==> src/rtl/memmap_pkg.sv <==
// Shared memory-map constants, FSM state encoding and region types for the
// CPU/DMA memory arbiter.
package memmap_pkg;

    localparam logic [15:0] IO_ADDR        = 16'h0000;
    localparam logic [15:0] VGA_BASE_DEF   = 16'h1000;
    localparam logic [15:0] SDRAM_BASE_DEF = 16'h4c00;

    typedef enum logic [1:0] {
        IDLE,
        ISSUE,
        WAIT,
        DONE
    } state_t;

    typedef enum logic [1:0] {
        RGN_IO,
        RGN_UNMAPPED,
        RGN_VGA,
        RGN_SDRAM
    } region_t;

    // Slave-relative address; wraps modulo 2^16 by construction.
    function automatic logic [15:0] rebase(input logic [15:0] addr, input logic [15:0] base);
        return addr - base;
    endfunction

endpackage

==> src/rtl/mem_decode.sv <==
// Combinational region decode of a 16-bit bus address into IO, unmapped,
// VGA framebuffer or SDRAM.
module mem_decode
    import memmap_pkg::*;
#(
    parameter logic [15:0] VGA_BASE   = VGA_BASE_DEF,
    parameter logic [15:0] SDRAM_BASE = SDRAM_BASE_DEF
) (
    input  logic [15:0] addr,
    output region_t     region
);

    always_comb begin
        region = RGN_UNMAPPED;
        if (addr == IO_ADDR) begin
            region = RGN_IO;
        end else if (addr >= SDRAM_BASE) begin
            region = RGN_SDRAM;
        end else if (addr >= VGA_BASE) begin
            region = RGN_VGA;
        end
    end

endmodule

==> src/rtl/mem_arbiter.sv <==
// Two-master (CPU m0, DMA m1) memory arbiter in front of IO, VGA and SDRAM.
// Define MEMARB_RR_EN for round-robin arbitration; default is fixed priority (m0 wins).
module mem_arbiter
    import memmap_pkg::*;
#(
    parameter logic [15:0] VGA_BASE   = VGA_BASE_DEF,
    parameter logic [15:0] SDRAM_BASE = SDRAM_BASE_DEF
) (
    input  logic        clki,
    input  logic        rst,
    input  logic [15:0] m0_addr,
    input  logic [15:0] m1_addr,
    input  logic [15:0] m0_wdata,
    input  logic [15:0] m1_wdata,
    input  logic        m0_rd,
    input  logic        m1_rd,
    input  logic        m0_wr,
    input  logic        m1_wr,
    output logic [15:0] m0_rdata,
    output logic [15:0] m1_rdata,
    output logic        m0_ready,
    output logic        m1_ready,
    output logic        m0_busy,
    output logic        m1_busy,
    output logic [23:0] sd_addr,
    output logic [15:0] sd_wdata,
    output logic        sd_rd,
    output logic        sd_wr,
    input  logic        sd_busy,
    input  logic        sd_ready,
    input  logic [15:0] sd_rdata,
    output logic [15:0] vga_addr,
    output logic [15:0] vga_wdata,
    output logic        vga_wr,
    input  logic [15:0] io_rdata
);

    state_t      state_q, state_d;
    region_t     region;
    logic        req0, req1, any_req;
    logic        pick_m1;
    logic        grant_q;
    logic [15:0] addr_q;
    logic [15:0] wdata_q;
    logic        wr_q;
    logic [15:0] rdata_q;

    // Completion is keyed on sd_ready alone; sd_busy is status only.
    logic unused_sd_busy;
    assign unused_sd_busy = sd_busy;

    assign req0    = m0_rd | m0_wr;
    assign req1    = m1_rd | m1_wr;
    assign any_req = req0 | req1;

`ifdef MEMARB_RR_EN
    // last_m1_q resets high so m0 holds priority first after reset.
    logic last_m1_q;
    assign pick_m1 = req1 & (~req0 | ~last_m1_q);

    always_ff @(posedge clki) begin
        if (rst) begin
            last_m1_q <= 1'b1;
        end else if (state_q == IDLE && any_req) begin
            last_m1_q <= pick_m1;
        end
    end
`else
    assign pick_m1 = req1 & ~req0;
`endif

    mem_decode #(
        .VGA_BASE   (VGA_BASE),
        .SDRAM_BASE (SDRAM_BASE)
    ) u_decode (
        .addr   (addr_q),
        .region (region)
    );

    always_ff @(posedge clki) begin
        if (rst) begin
            state_q <= IDLE;
            grant_q <= 1'b0;
            rdata_q <= 16'h0000;
        end else begin
            state_q <= state_d;
            if (state_q == IDLE && any_req) begin
                grant_q <= pick_m1;
            end
            if (state_q == ISSUE && region != RGN_SDRAM) begin
                rdata_q <= (region == RGN_IO && !wr_q) ? io_rdata : 16'h0000;
            end else if (state_q == WAIT && sd_ready) begin
                rdata_q <= sd_rdata;
            end
        end
    end

    // Request payload; a simultaneous rd+wr is recorded as a write.
    always_ff @(posedge clki) begin
        if (state_q == IDLE && any_req) begin
            addr_q  <= pick_m1 ? m1_addr  : m0_addr;
            wdata_q <= pick_m1 ? m1_wdata : m0_wdata;
            wr_q    <= pick_m1 ? m1_wr    : m0_wr;
        end
    end

    always_comb begin
        state_d  = state_q;
        sd_rd    = 1'b0;
        sd_wr    = 1'b0;
        vga_wr   = 1'b0;
        m0_ready = 1'b0;
        m1_ready = 1'b0;
        unique case (state_q)
            IDLE: begin
                if (any_req) state_d = ISSUE;
            end
            ISSUE: begin
                if (region == RGN_SDRAM) begin
                    sd_wr   = wr_q;
                    sd_rd   = ~wr_q;
                    state_d = WAIT;
                end else begin
                    vga_wr  = (region == RGN_VGA) && wr_q;
                    state_d = DONE;
                end
            end
            WAIT: begin
                if (sd_ready) state_d = DONE;
            end
            DONE: begin
                m0_ready = ~grant_q;
                m1_ready = grant_q;
                state_d  = IDLE;
            end
            default: state_d = IDLE;
        endcase
    end

    // Slave buses come straight from the captured request, so they stay
    // stable for the whole ISSUE..WAIT window.
    assign sd_addr   = {8'h00, rebase(addr_q, SDRAM_BASE)};
    assign sd_wdata  = wdata_q;
    assign vga_addr  = rebase(addr_q, VGA_BASE);
    assign vga_wdata = wdata_q;

    assign m0_rdata = rdata_q;
    assign m1_rdata = rdata_q;
    assign m0_busy  = req0 | (state_q != IDLE && !grant_q);
    assign m1_busy  = req1 | (state_q != IDLE && grant_q);

endmodule

==> config.mk <==
export PLATFORM = sky130hd
export DESIGN_NAME = mem_arbiter
export DESIGN_NICKNAME = d
export VERILOG_FILES = /design/src/rtl/memmap_pkg.sv /design/src/rtl/mem_decode.sv /design/src/rtl/mem_arbiter.sv
export SDC_FILE = /design/constraint.sdc
export NUM_CORES = 1
export LEC_CHECK = 0
export ABC_AREA = 1
export CAP_MARGIN = 10
export CORE_AREA = 2 2 106 108
export DETAILED_ROUTE_END_ITERATION = 8
export DIE_AREA = 0 0 108 110
export PLACE_DENSITY_LB_ADDON = 0.3
export SETUP_SLACK_MARGIN = 0.1
export SLEW_MARGIN = 20
export SYNTH_ARGS = -nofsm -noshare
export SYNTH_HDL_FRONTEND = slang
export SYNTH_SLANG_ARGS = --single-unit
==> constraint.sdc <==
create_clock -name clki -period 1.85 [get_ports clki]
set_input_delay 0.37 -clock clki [delete_from_list [all_inputs] [get_ports clki]]
set_output_delay 0.37 -clock clki [all_outputs]
set_load 0.1 [all_outputs]
==> results by group <==
Outcome
  – Outcome: finished with violations
  – Violated checks: negative setup slack

Global routing
  – Grt total ovfl: 0
  – Largest net degree at the start of global routing: 35
  – Vias in the first global route: 3288
  – Initial antenna violation count: 1
  – Gr usage total: 0.177
  – Global-route wire length before repair: about 16000 um

Timing
  – RSZ-0062 raised after global routing: yes
  – Final hold violation count: 0
  – Final Cycle Share: 1.13
  – Final WS setup: -0.246 ns
  – Slew Viols, Final: 0
  – F_max: between 400 and 500 MHz
  – Setup Viol. Count Final: 18
  – Layout Skew: ~0.0067 ns
  – Tmin final: between 2 and 2.5 ns

Place
  – HPWL Detailed: around 8400 um
  – Count of input and output buffers: a little over 200
  – Routability congestion estimate: about 0.84

Floorplan
  – Rows: 38
  – Core Area: roughly 11000 um2
  – Die height: 110 um
  – Initial Util: 0.305
  – Die area: ~12000 um2
  – Die X: 108 um
  – Io pins: 215

Clock network
  – Clock slew at reported path FFs: ~0.10 ns
  – Post-CTS Hold Fix Bufs: 0
  – Worst-Skew Late Latency: 0.31 ns
  – H-tree Lvls: 2
  – Root Buffer: clkbuf_8
  – Clock sink total: 52
  – CTS tree: built
  – Worst-case clock buffer depth: 2
  – TritonCTS Buffers: 5

Synth
  – Post-synthesis xor/xnor area fraction: 0.00805
  – Compound-Gate Fraction of Synth Area: 0.0441
  – Ys async rst share: 0
  – Top FF cell, synth: edfxtp_1
  – Netlist Area Pre-Place: ~3300 um2
  – Yosys cell types: 28
  – Post-synth EDFFs: 33
  – YS warnings: 0
  – Simple-Gate Fraction of Synth Area: 0.273
  – Largest family of logic cells by synthesized area: simple AND/OR/NAND/NOR gates
  – Post-Synth Adder-Cell Area: 0.0268
  – Yosys reg bits: between 50 and 60
  – Seq/Total Area, Yosys: 0.420
  – Mux cell area share after synthesis: 0
  – Post-Syn Instances: ~430
  – Syn Area/Cell: a little under 8 um2

Route
  – Via density per instance: 4.34
  – Iter 0 DRT Violations: 124
  – Routed via count: between 3k and 4k
  – Router iterations before antenna repair: 5
  – DR DRC count: 0
  – Avg WL per Cell: between 10 and 15 um
  – Final ANT Viol Nets: 0
  – Detailed Route WL: approximately 11000 um

Finish
  – Commonest non-fill, non-tap cells in the layout: nand2_1 (141), buf_12 (108), clkdlybuf4s50_1 (100)
  – Fraction of layout cells with a size suffix above 1: 0.320
  – Multi-input logic area: approximately 1400 um2
  – Most common cell after layout, fill and taps aside: nand2_1
  – Register area: 1380 um2
  – Final Util: 0.630
  – # fillers: 847
  – Synth-to-Final Area Change: 107%
  – Nets@finish: 710

Hold path
  – Hold WC Path Type: reg2reg

Setup path
  – Worst Path Max Fanout: 2
  – Worst EP arrival: 1.73 ns
  – Worst setup EP type: output port
  – Worst path max stage delay: ~0.47 ns
  – Worst setup SP type: register
  – Required @ worst endpoint: between 1 and 1.5 ns
  – Crit path kind: reg2out
  – CP cell instances: clkinvlp_4, ha_4, inv_4, nor2_4, o21ai_2, buf_4, nor2_4, buf_12
  – Most used cell, CP: nor2_4
  – Crit-path slowest cell: edfxtp_1

Flow run
  – Max Cap Viol: 0
==> metrics by stage <==
stage / cell area, um2 / worst slack, ns / hold WS [ns] / setup TNS (ns) / cells
after global routing: 6740 / -0.371 / 0.565 / -5.12 / 741
after floorplan: 3410 / -0.808 / 0.439 / -10.76 / 432
after detailed placement: 6310 / -0.0772 / 0.558 / -1.46 / 719
after global placement: 6310 / -0.0614 / 0.513 / -1.76 / 719
final: 6740 / -0.246 / 0.533 / -2.55 / 741
after CTS: 6600 / -0.277 / 0.544 / -2.63 / 732
==> cells in the mapped netlist, types with 3 or more instances <==
cell        n  share of area
a21oi_1     3         0.0046
buf_2       4         0.0061
buf_4      63           0.14
buf_6       3          0.010
clkbuf_1    5         0.0057
dfxtp_1    19           0.12
edfxtp_1   33           0.30
ha_1        7          0.027
inv_1      50          0.057
nand2_1   145           0.17
nand3_1    37          0.057
nor2_1     15          0.017
nor2_2      3         0.0057
o21ai_0     6         0.0092
o21ai_1    15          0.023
==> kinds of logic after synthesis <==
group	count (synthesis)
AO/OA/AOI/OAI	27
XOR/XNOR	3
adder cells (fa/ha/maj)	7
buffers and inverters	127
flip-flops	52
other	1
AND/OR/NAND/NOR	208
==> routing by layer <==
| layer | up-vias | wire length, um | track usage |
|---|---|---|---|
| met5 | - | 0 | 0 |
| met4 | 0 | 252 | 0.0513 |
| met3 | 15 | 500 | 0.0288 |
| met2 | 111 | 6320 | 0.356 |
| met1 | 1485 | 3840 | 0.188 |
| li1 | 1605 | - | - |
==> worst max-delay path, delay by kind of cell, from the launching register on <==
kind	cells	cell delay (ns)
AOI/OAI and AO/OA	1	0.07
DFF	1	0.47
adders and majority gates	1	0.15
and+or+nand+nor	2	0.22
buffers and inverters	4	0.51
==> layout make-up <==
cell class | instances | area share
multi-input cells | 254 | 0.214
diodes | 1 | 0.000371
repair buffers | 234 | 0.506
clock inverters | 3 | 0.00631
inverters | 52 | 0.0325
flip-flops and latches | 52 | 0.204
well taps | 140 | 0.0260
clock buffers | 5 | 0.0102
==> state kept, by name, indices dropped and copies added (netlist names) <==
signal,count
addr_q,16
m0_rdata,16
sd_wdata,16
state_q,2
grant_q,1
wr_q,1
==> repair_timing <==
item,in CTS,in global routing
pin swaps,5,10
setup endpoints to repair,29,31
gates cloned,2,0
resized for setup,28,24
buffers inserted,3,10
==> path summary, 6_finish.rpt <==
path	from	end	slack, ns	cells past startpoint
hold reg to reg	state_q[0]	state_q[0]	0.53	2
setup / recovery	addr_q[12]	vga_wr	-0.25	8
setup reg to reg	addr_q[12]	m0_rdata[6]	-0.15	13
hold / removal	state_q[0]	state_q[0]	0.53	2
Power is not shown: default switching activity piles up to over one toggle a cycle in this logic, so the estimate is an artifact.
